<file path="src/rtl/regfile_arb_pkg.sv">
// Shared types and sizes for the dual-source register file front-end.
// Optional read bypass is selected by the WR_BYPASS_EN macro in the top.
package regfile_arb_pkg;

  localparam int DW    = 8;
  localparam int AW    = 4;
  localparam int DEPTH = 16;

  typedef enum logic {
    PRIO_A = 1'b0,
    PRIO_B = 1'b1
  } prio_state_t;

  typedef logic [AW-1:0] addr_t;
  typedef logic [DW-1:0] data_t;

endpackage

</file>
<file path="src/rtl/dual_src_regfile_arb_rr2_arbiter.sv">
// Two-requester priority FSM: the winner of a contention cycle
// hands priority to the loser, so neither source can starve.
module rr2_arbiter
  import regfile_arb_pkg::*;
(
  input  logic clk,
  input  logic rst,
  input  logic req_a,
  input  logic req_b,
  output logic grant_a,
  output logic grant_b
);

  prio_state_t state_q;
  prio_state_t state_d;

  always_ff @(posedge clk) begin
    if (rst) begin
      state_q <= PRIO_A;
    end else begin
      state_q <= state_d;
    end
  end

  always_comb begin
    state_d = state_q;
    grant_a = 1'b0;
    grant_b = 1'b0;
    if (!rst) begin
      unique case (state_q)
        PRIO_A: begin
          grant_a = req_a;
          grant_b = req_b & ~req_a;
          if (req_a && req_b) begin
            state_d = PRIO_B;
          end
        end
        PRIO_B: begin
          grant_b = req_b;
          grant_a = req_a & ~req_b;
          if (req_a && req_b) begin
            state_d = PRIO_A;
          end
        end
      endcase
    end
  end

endmodule

</file>
<file path="src/rtl/dual_src_regfile_arb.sv">
// Single-driver write front-end for a 16x8 register array.
// Define WR_BYPASS_EN for write-first reads; default is read-first.
module dual_src_regfile_arb
  import regfile_arb_pkg::*;
#(
  parameter int CW = 8
) (
  input  logic          clk,
  input  logic          rst,
  input  logic          a_valid,
  output logic          a_ready,
  input  logic [AW-1:0] a_addr,
  input  logic [DW-1:0] a_data,
  input  logic          b_valid,
  output logic          b_ready,
  input  logic [AW-1:0] b_addr,
  input  logic [DW-1:0] b_data,
  input  logic [AW-1:0] rd_addr,
  output logic [DW-1:0] rd_data,
  output logic          busy_both,
  output logic [CW-1:0] coll_cnt
);

  logic  grant_a;
  logic  grant_b;
  logic  wr_en;
  addr_t wr_addr;
  data_t wr_data;

  data_t         mem_q [DEPTH];
  data_t         rd_q;
  data_t         rd_d;
  logic          busy_q;
  logic [CW-1:0] coll_q;
  logic [CW-1:0] coll_d;

  rr2_arbiter u_arb (
    .clk     (clk),
    .rst     (rst),
    .req_a   (a_valid),
    .req_b   (b_valid),
    .grant_a (grant_a),
    .grant_b (grant_b)
  );

  assign a_ready = grant_a;
  assign b_ready = grant_b;

  always_comb begin
    wr_en   = grant_a | grant_b;
    wr_addr = grant_a ? a_addr : b_addr;
    wr_data = grant_a ? a_data : b_data;
  end

  always_comb begin
    rd_d = mem_q[rd_addr];
`ifdef WR_BYPASS_EN
    if (wr_en && (wr_addr == rd_addr)) begin
      rd_d = wr_data;
    end
`endif
  end

  // Same-address contention only; saturates instead of wrapping.
  always_comb begin
    coll_d = coll_q;
    if (a_valid && b_valid && (a_addr == b_addr)
        && (coll_q != {CW{1'b1}})) begin
      coll_d = coll_q + 1'b1;
    end
  end

  always_ff @(posedge clk) begin
    if (rst) begin
      for (int i = 0; i < DEPTH; i++) begin
        mem_q[i] <= '0;
      end
    end else if (wr_en) begin
      mem_q[wr_addr] <= wr_data;
    end
  end

  always_ff @(posedge clk) begin
    if (rst) begin
      rd_q   <= '0;
      busy_q <= 1'b0;
      coll_q <= '0;
    end else begin
      rd_q   <= rd_d;
      busy_q <= a_valid & b_valid;
      coll_q <= coll_d;
    end
  end

  assign rd_data   = rd_q;
  assign busy_both = busy_q;
  assign coll_cnt  = coll_q;

endmodule

</file>
<file path="config.mk">
export PLATFORM = sky130hd
export DESIGN_NAME = dual_src_regfile_arb
export DESIGN_NICKNAME = d
export VERILOG_FILES = /design/src/rtl/regfile_arb_pkg.sv /design/src/rtl/dual_src_regfile_arb_rr2_arbiter.sv /design/src/rtl/dual_src_regfile_arb.sv
export SDC_FILE = /design/constraint.sdc
export NUM_CORES = 1
export LEC_CHECK = 0
export ABC_AREA = 1
export BUFFER_PORTS_ARGS = -buffer_cell sky130_fd_sc_hd__clkbuf_2
export CORE_ASPECT_RATIO = 1.1
export CORE_MARGIN = 1.5
export CORE_UTILIZATION = 45
export CTS_BUF_LIST = sky130_fd_sc_hd__clkbuf_16
export CTS_CLUSTER_SIZE = 8
export DETAILED_ROUTE_END_ITERATION = 6
export GPL_ROUTABILITY_DRIVEN = 0
export PLACE_DENSITY_LB_ADDON = 0.25
export SYNTH_ARGS = -nofsm -noshare
export SYNTH_HDL_FRONTEND = slang
export SYNTH_SLANG_ARGS = --single-unit
</file>
<file path="constraint.sdc">
create_clock -name clk -period 2.34 [get_ports clk]
set_input_delay 0.234 -clock clk [delete_from_list [all_inputs] [get_ports clk]]
set_output_delay 0.234 -clock clk [all_outputs]
set_load 0.005 [all_outputs]
</file>
Yosys cells after proc, flatten, opt, wreduce, memory -nomap -nowiden
Memories as Yosys holds them, arrays and structs flattened. A register that Yosys moved wholly into a read port is not among the register bits.
Index checks and enable logic that the tools add are counted.
{"block": "word_totals", "regBits": 10, "ram_bits": 128, "elab_cells": 35, "n_memories": 1}
{"name": "mem_q", "depth": 16, "width": 8, "rd": 1, "rd_clocked_by_memory_dff": 1, "write_ports": 16, "line_no": "dual_src_regfile_arb.sv:30", "text": "data_t mem_q [DEPTH];"}
{"block": "classes", "addsub": 1, "eq_ne": 2, "muxes": 17, "n_bitwise": 7, "n_reduce_logical": 4}
{"operator": "8-bit two-way mux", "count": 2}
{"operator": "1-bit two-way mux", "count": 10}
{"operator": "8-bit by 1-bit adder with 8-bit output, second input constant", "count": 1}
{"operator": "4-bit two-way mux", "count": 2}
{"operator": "8-bit inequality test, second input constant", "count": 1}
{"operator": "8-bit OR reduction", "count": 1}
{"operator": "1-bit one-hot mux with 2 select lines", "count": 3}
{"operator": "4-bit == test", "count": 1}
{"operator": "1-bit AND", "count": 3}
{"operator": "1-bit logical AND", "count": 3}
{"operator": "1-bit inverter", "count": 3}
{"operator": "1-bit OR", "count": 1}

Logic depth before layout (Yosys ltp)
{"block": "logic_depth", "depth_word": 10, "depth_mapped": 11, "ltp_nobuf": 8}

Hierarchy
Synthesis repeated with hierarchy kept, for this count alone.
{"block": "hier_totals", "hier_cells": 771, "area_unflattened_um2": 6969.2}
{"mod": "dual_src_regfile_arb", "instances": 1, "cells_per_inst": 760, "area_per_inst_um2": 6906.6, "seq_area_each_um2": 4184.0}
{"mod": "rr2_arbiter", "instances": 1, "cells_per_inst": 11, "area_per_inst_um2": 62.6, "seq_area_each_um2": 20.0}

Worst setup path after synthesis
OpenSTA, ideal clock, no wires.
{"block": "synth_timing", "kind": "input port to flip-flop", "from": "input rst", "to": "memory mem_q[0][0] in the netlist's numbering, enable pin", "arrival_ns": 1.790, "slack_ns": 0.166, "stages": 9, "n_path_buf": 2, "cell_sequence": "buf_6 inv_6 nand3_4 buf_8 nand2_1 o21ai_2 nor2_4 nand2_4 o21ai_0"}
{"item": "start: declaration", "line_no": "dual_src_regfile_arb.sv:9", "text": "input logic rst,"}
{"item": "end: declaration", "line_no": "dual_src_regfile_arb.sv:30"}

==> run summary <==
Detailed placement ended at an HPWL of 11900 um. The die footprint came out at 17400 um^2. Family with the most delay on the worst path: simple AND/OR/NAND/NOR gates. The tools report the sequential fraction of the synthesis area as 56.1%. The number of antenna violations at the first check in global routing was 0; the maximum single-stage delay on the critical path was 0.32 ns. At the worst endpoint, the arrival time is 2.17 ns. Headroom to the max-slew limit came out at 62.2%. After global routing the overflow that remains totals 0.

In the final design database the tool counted 817 nets. The run gives 0.26 ns as the worst setup slack for register-to-register paths. Counting every sink on the clock net gives 146.

The Yosys step of the flow raised 0 warnings. The number of nets with antenna violations after detailed routing was 0; the starting DRC count in detailed routing was 514. After routing the design area is 8690 um^2.

The startpoint identified for the worst register-to-register timing path is u_arb.state_q$_SDFF_PP0_. Buffers inserted during clock tree synthesis total 17. Counting cells, the worst reg-to-reg path comes to 7.

Compared with the post-synthesis result, the final layout area differs by 16.0%. The post-placement cell area is 8050 um^2, and the synthesized net count is 764. The most repeated cell in the gate-level netlist after synthesis is nor2_1.

The worst setup path is launched from a register. The insertion delay to the later sink of the worst-skew pair was 0.43 ns; the sum of negative setup slack was 0 ns. The worst hold path passes through 3 cells. In this run the cell area of the synthesized design comes to 7490 um^2. Highest net fanout along the worst path: 14.

The first global-routing pass estimated 28200 um of wire. The run gives 4 as the H-tree depth. The worst setup path is of the reg -> reg kind. The count of pins on the block boundary is 51. The worst path needs 2.08 ns of the cycle, external delays included.

For the number of max-slew violations in the final report, the log shows 0. Of the post-synthesis cell area, the dominant cell type holds 51.3%. After synthesis, the netlist uses 33 different library cells. The run gives 2 as the number of buffers between clock root and the deepest sink.

Setup repair after global routing left no endpoint under its margin. Start point of the worst min-delay path: b_valid. The die extent in x was 126 um.

The number of buffers added to fix hold violations after cts is 0, and the standby leakage power is 3.32 nW. The commonest cells after synthesis are 174 x nor2_1, 128 x edfxtp_1, 94 x nand2_1, 61 x nor3_2, 61 x o21ai_0. The fraction of registers with async set or reset after synthesis was 0%; the count of standard-cell rows was 49. Tracing the worst setup path back leads to its startpoint at u_arb.state_q$_SDFF_PP0_. Entering global routing, the biggest net connects 64 pins. In this run, post-CTS repair resized a total of 0 instances. Static timing analysis puts the maximum clock frequency at 482 MHz. The data required time at the worst endpoint is 2.43 ns, and the average cell area after synthesis is 10.2 um^2.

The post-route netlist has 26.7% of its cells at a drive strength greater than 1. The top cell type by total area after synthesis was edfxtp_1. The logs give 0 for the final count of hold timing violations and 0.000535 V for the worst vdd rail ir drop.

Number of enable-type register cells in the synthesized netlist: 128. The tree is rooted in a clkbuf_16. The flow ran to the end, but the final reports show violations. The critical path contains buffers and inverters numbering 0 combined. The die extent in y was 138 um.

The total of flip-flops plus latches after synthesis was 146. The worst reg2reg path endpoint is mem_q[15][0]$_SDFFCE_PN0P_. The count of buffers added on input and output ports is 50. At the pin with the least slew margin, the transition time is 0.565 ns. TritonCTS built the clock tree.

For this design the ratio of total power to cell area is 769 nW/um^2. The core region is 16300 um^2. The signal on the critical path passes through nand2_1 -> nand3_4 -> nand2_1 -> o21ai_4 -> nor3_4 -> nand2_2 -> nand2_1. For the number of global-route vias before repair, the log shows 5338.

Number of violations of the max-capacitance limit: 0. Synthesis produced a netlist whose cell count is 731. Across the routed clock network, the largest skew measured is 0.00609 ns. The top flip-flop cell by instance count after synthesis is edfxtp_1. By instance count, the cell type seen most on the critical path is nand2_1. After detailed routing, the number of remaining DRC violations is 4.

The tools report the post-CTS setup buffer count as 0. For this configuration, the core starts out at a cell density of 45.9%. Sorting the synthesized cells by area gives the leading types as edfxtp_1 51%, nor2_1 8.7%, nor3_2 8.1%, dfxtp_1 4.8%, nand2_1 4.7%. The routed layout has 5420 vias.

The checks that failed: design-rule violations. Endpoint kind of the worst setup timing path: a register. Clock-pin slew was measured on the worst setup and hold paths at 0.06 ns. Wire length after detailed routing: 17700 um. The number of vias per cell after detailed routing is 5.41, and the number of diodes is 0.

After detailed routing, the average wire length per cell comes to 17.7 um. In this run the worst hold path is classified as in -> reg. For the final-report setup violation count, the log shows 0. For this run, the total global-route usage over all layers was measured as 21.4%. The tools report the endpoint of the worst hold-timing path as busy_both$_SDFF_PP0_. In the finished design, the share of the clock period the worst path needs comes to 88.7%.

The cell with the largest stage delay on the worst path is nand2_1. For this run, the detailed router's first-pass iteration total came to 7.
## area by class of cell
class                   instances  area, um^2
well taps                     204         255
multi-input cells             514        2900
inverters                      24        97.6
repair buffers                 81         596
clock buffers                  17         425
flip-flops and latches        146        4200
fillers                      1443        7620
clock inverters                15         213
## power breakdown
part	total (mW)	switching (mW)	internal (mW)	leakage (nW)
clock	2.91	1.03	1.88	0.306
sequential	2.99	0.0340	2.96	1.47
combinational	0.778	0.537	0.241	1.55
## worst max-delay path by stage
stage | end | depth (start not counted)
2_1_floorplan | mem_q[0][0]$_SDFFCE_PN0P_ | 9
3_3_place_gp | mem_q[15][7]$_SDFFCE_PN0P_ | 8
3_5_place_dp | mem_q[15][4]$_SDFFCE_PN0P_ | 8
4_1_cts | mem_q[15][0]$_SDFFCE_PN0P_ | 7
5_1_grt | mem_q[14][1]$_SDFFCE_PN0P_ | 7
6_report | mem_q[15][0]$_SDFFCE_PN0P_ | 7
## per-layer routing
metal,up-vias,wire length [um],global-route usage [%]
met1,2574,7500,27.7
met2,197,8690,35.1
li1,2610,-,-
met4,0,475,9.32
met3,39,999,4.26
met5,-,0,0
## sequential cells by signal, indices dropped and copies added, names as in the netlist
register       cells
u_arb.state_q      1
rd_data            8
busy_both          1
coll_cnt           8
mem_q            128
## stage by stage
stage,power [mW],instances,hold WS (ns),util [%],setup WS [ns]
6_report,6.68,1001,0.140,53.3,0.263
5_1_grt,6.91,1001,0.174,53.3,0.121
4_1_cts,6.72,1001,0.132,53.3,0.268
3_5_place_dp,3.82,969,0.492,49.4,0.244
3_3_place_gp,3.81,969,0.487,49.4,0.311
2_1_floorplan,3.55,731,0.425,-,0.166
## cell families after synthesis
family,share of synthesized area [%]
simple gates,29.1
flops,56.1
compound gates,6.58
buf+inv,5.21
mux,2.40
xor+xnor,0.468
fa+ha+maj,0.167
## worst min-delay path: cells and delay by family
family	cells	cell delay, ns
buffers and inverters	1	0.10
and+or+nand+nor	2	0.19
## layout by cell type (no fill, tap or decap), types with 17 or more instances in the layout
| master | synthesis | layout |
|---|---|---|
| dfxtp_1 | 18 | 18 |
| nand3_1 | 53 | 53 |
| edfxtp_1 | 128 | 128 |
| o21ai_0 | 61 | 61 |
| inv_1 | 19 | 19 |
| a21oi_1 | 18 | 18 |
| clkbuf_16 | 0 | 17 |
| buf_4 | 0 | 22 |
| clkbuf_2 | 0 | 50 |
| nand2_1 | 94 | 94 |
| nor2_1 | 174 | 174 |
| nor3_2 | 61 | 61 |
No activity file was read; power rests on OpenSTA's default activity.
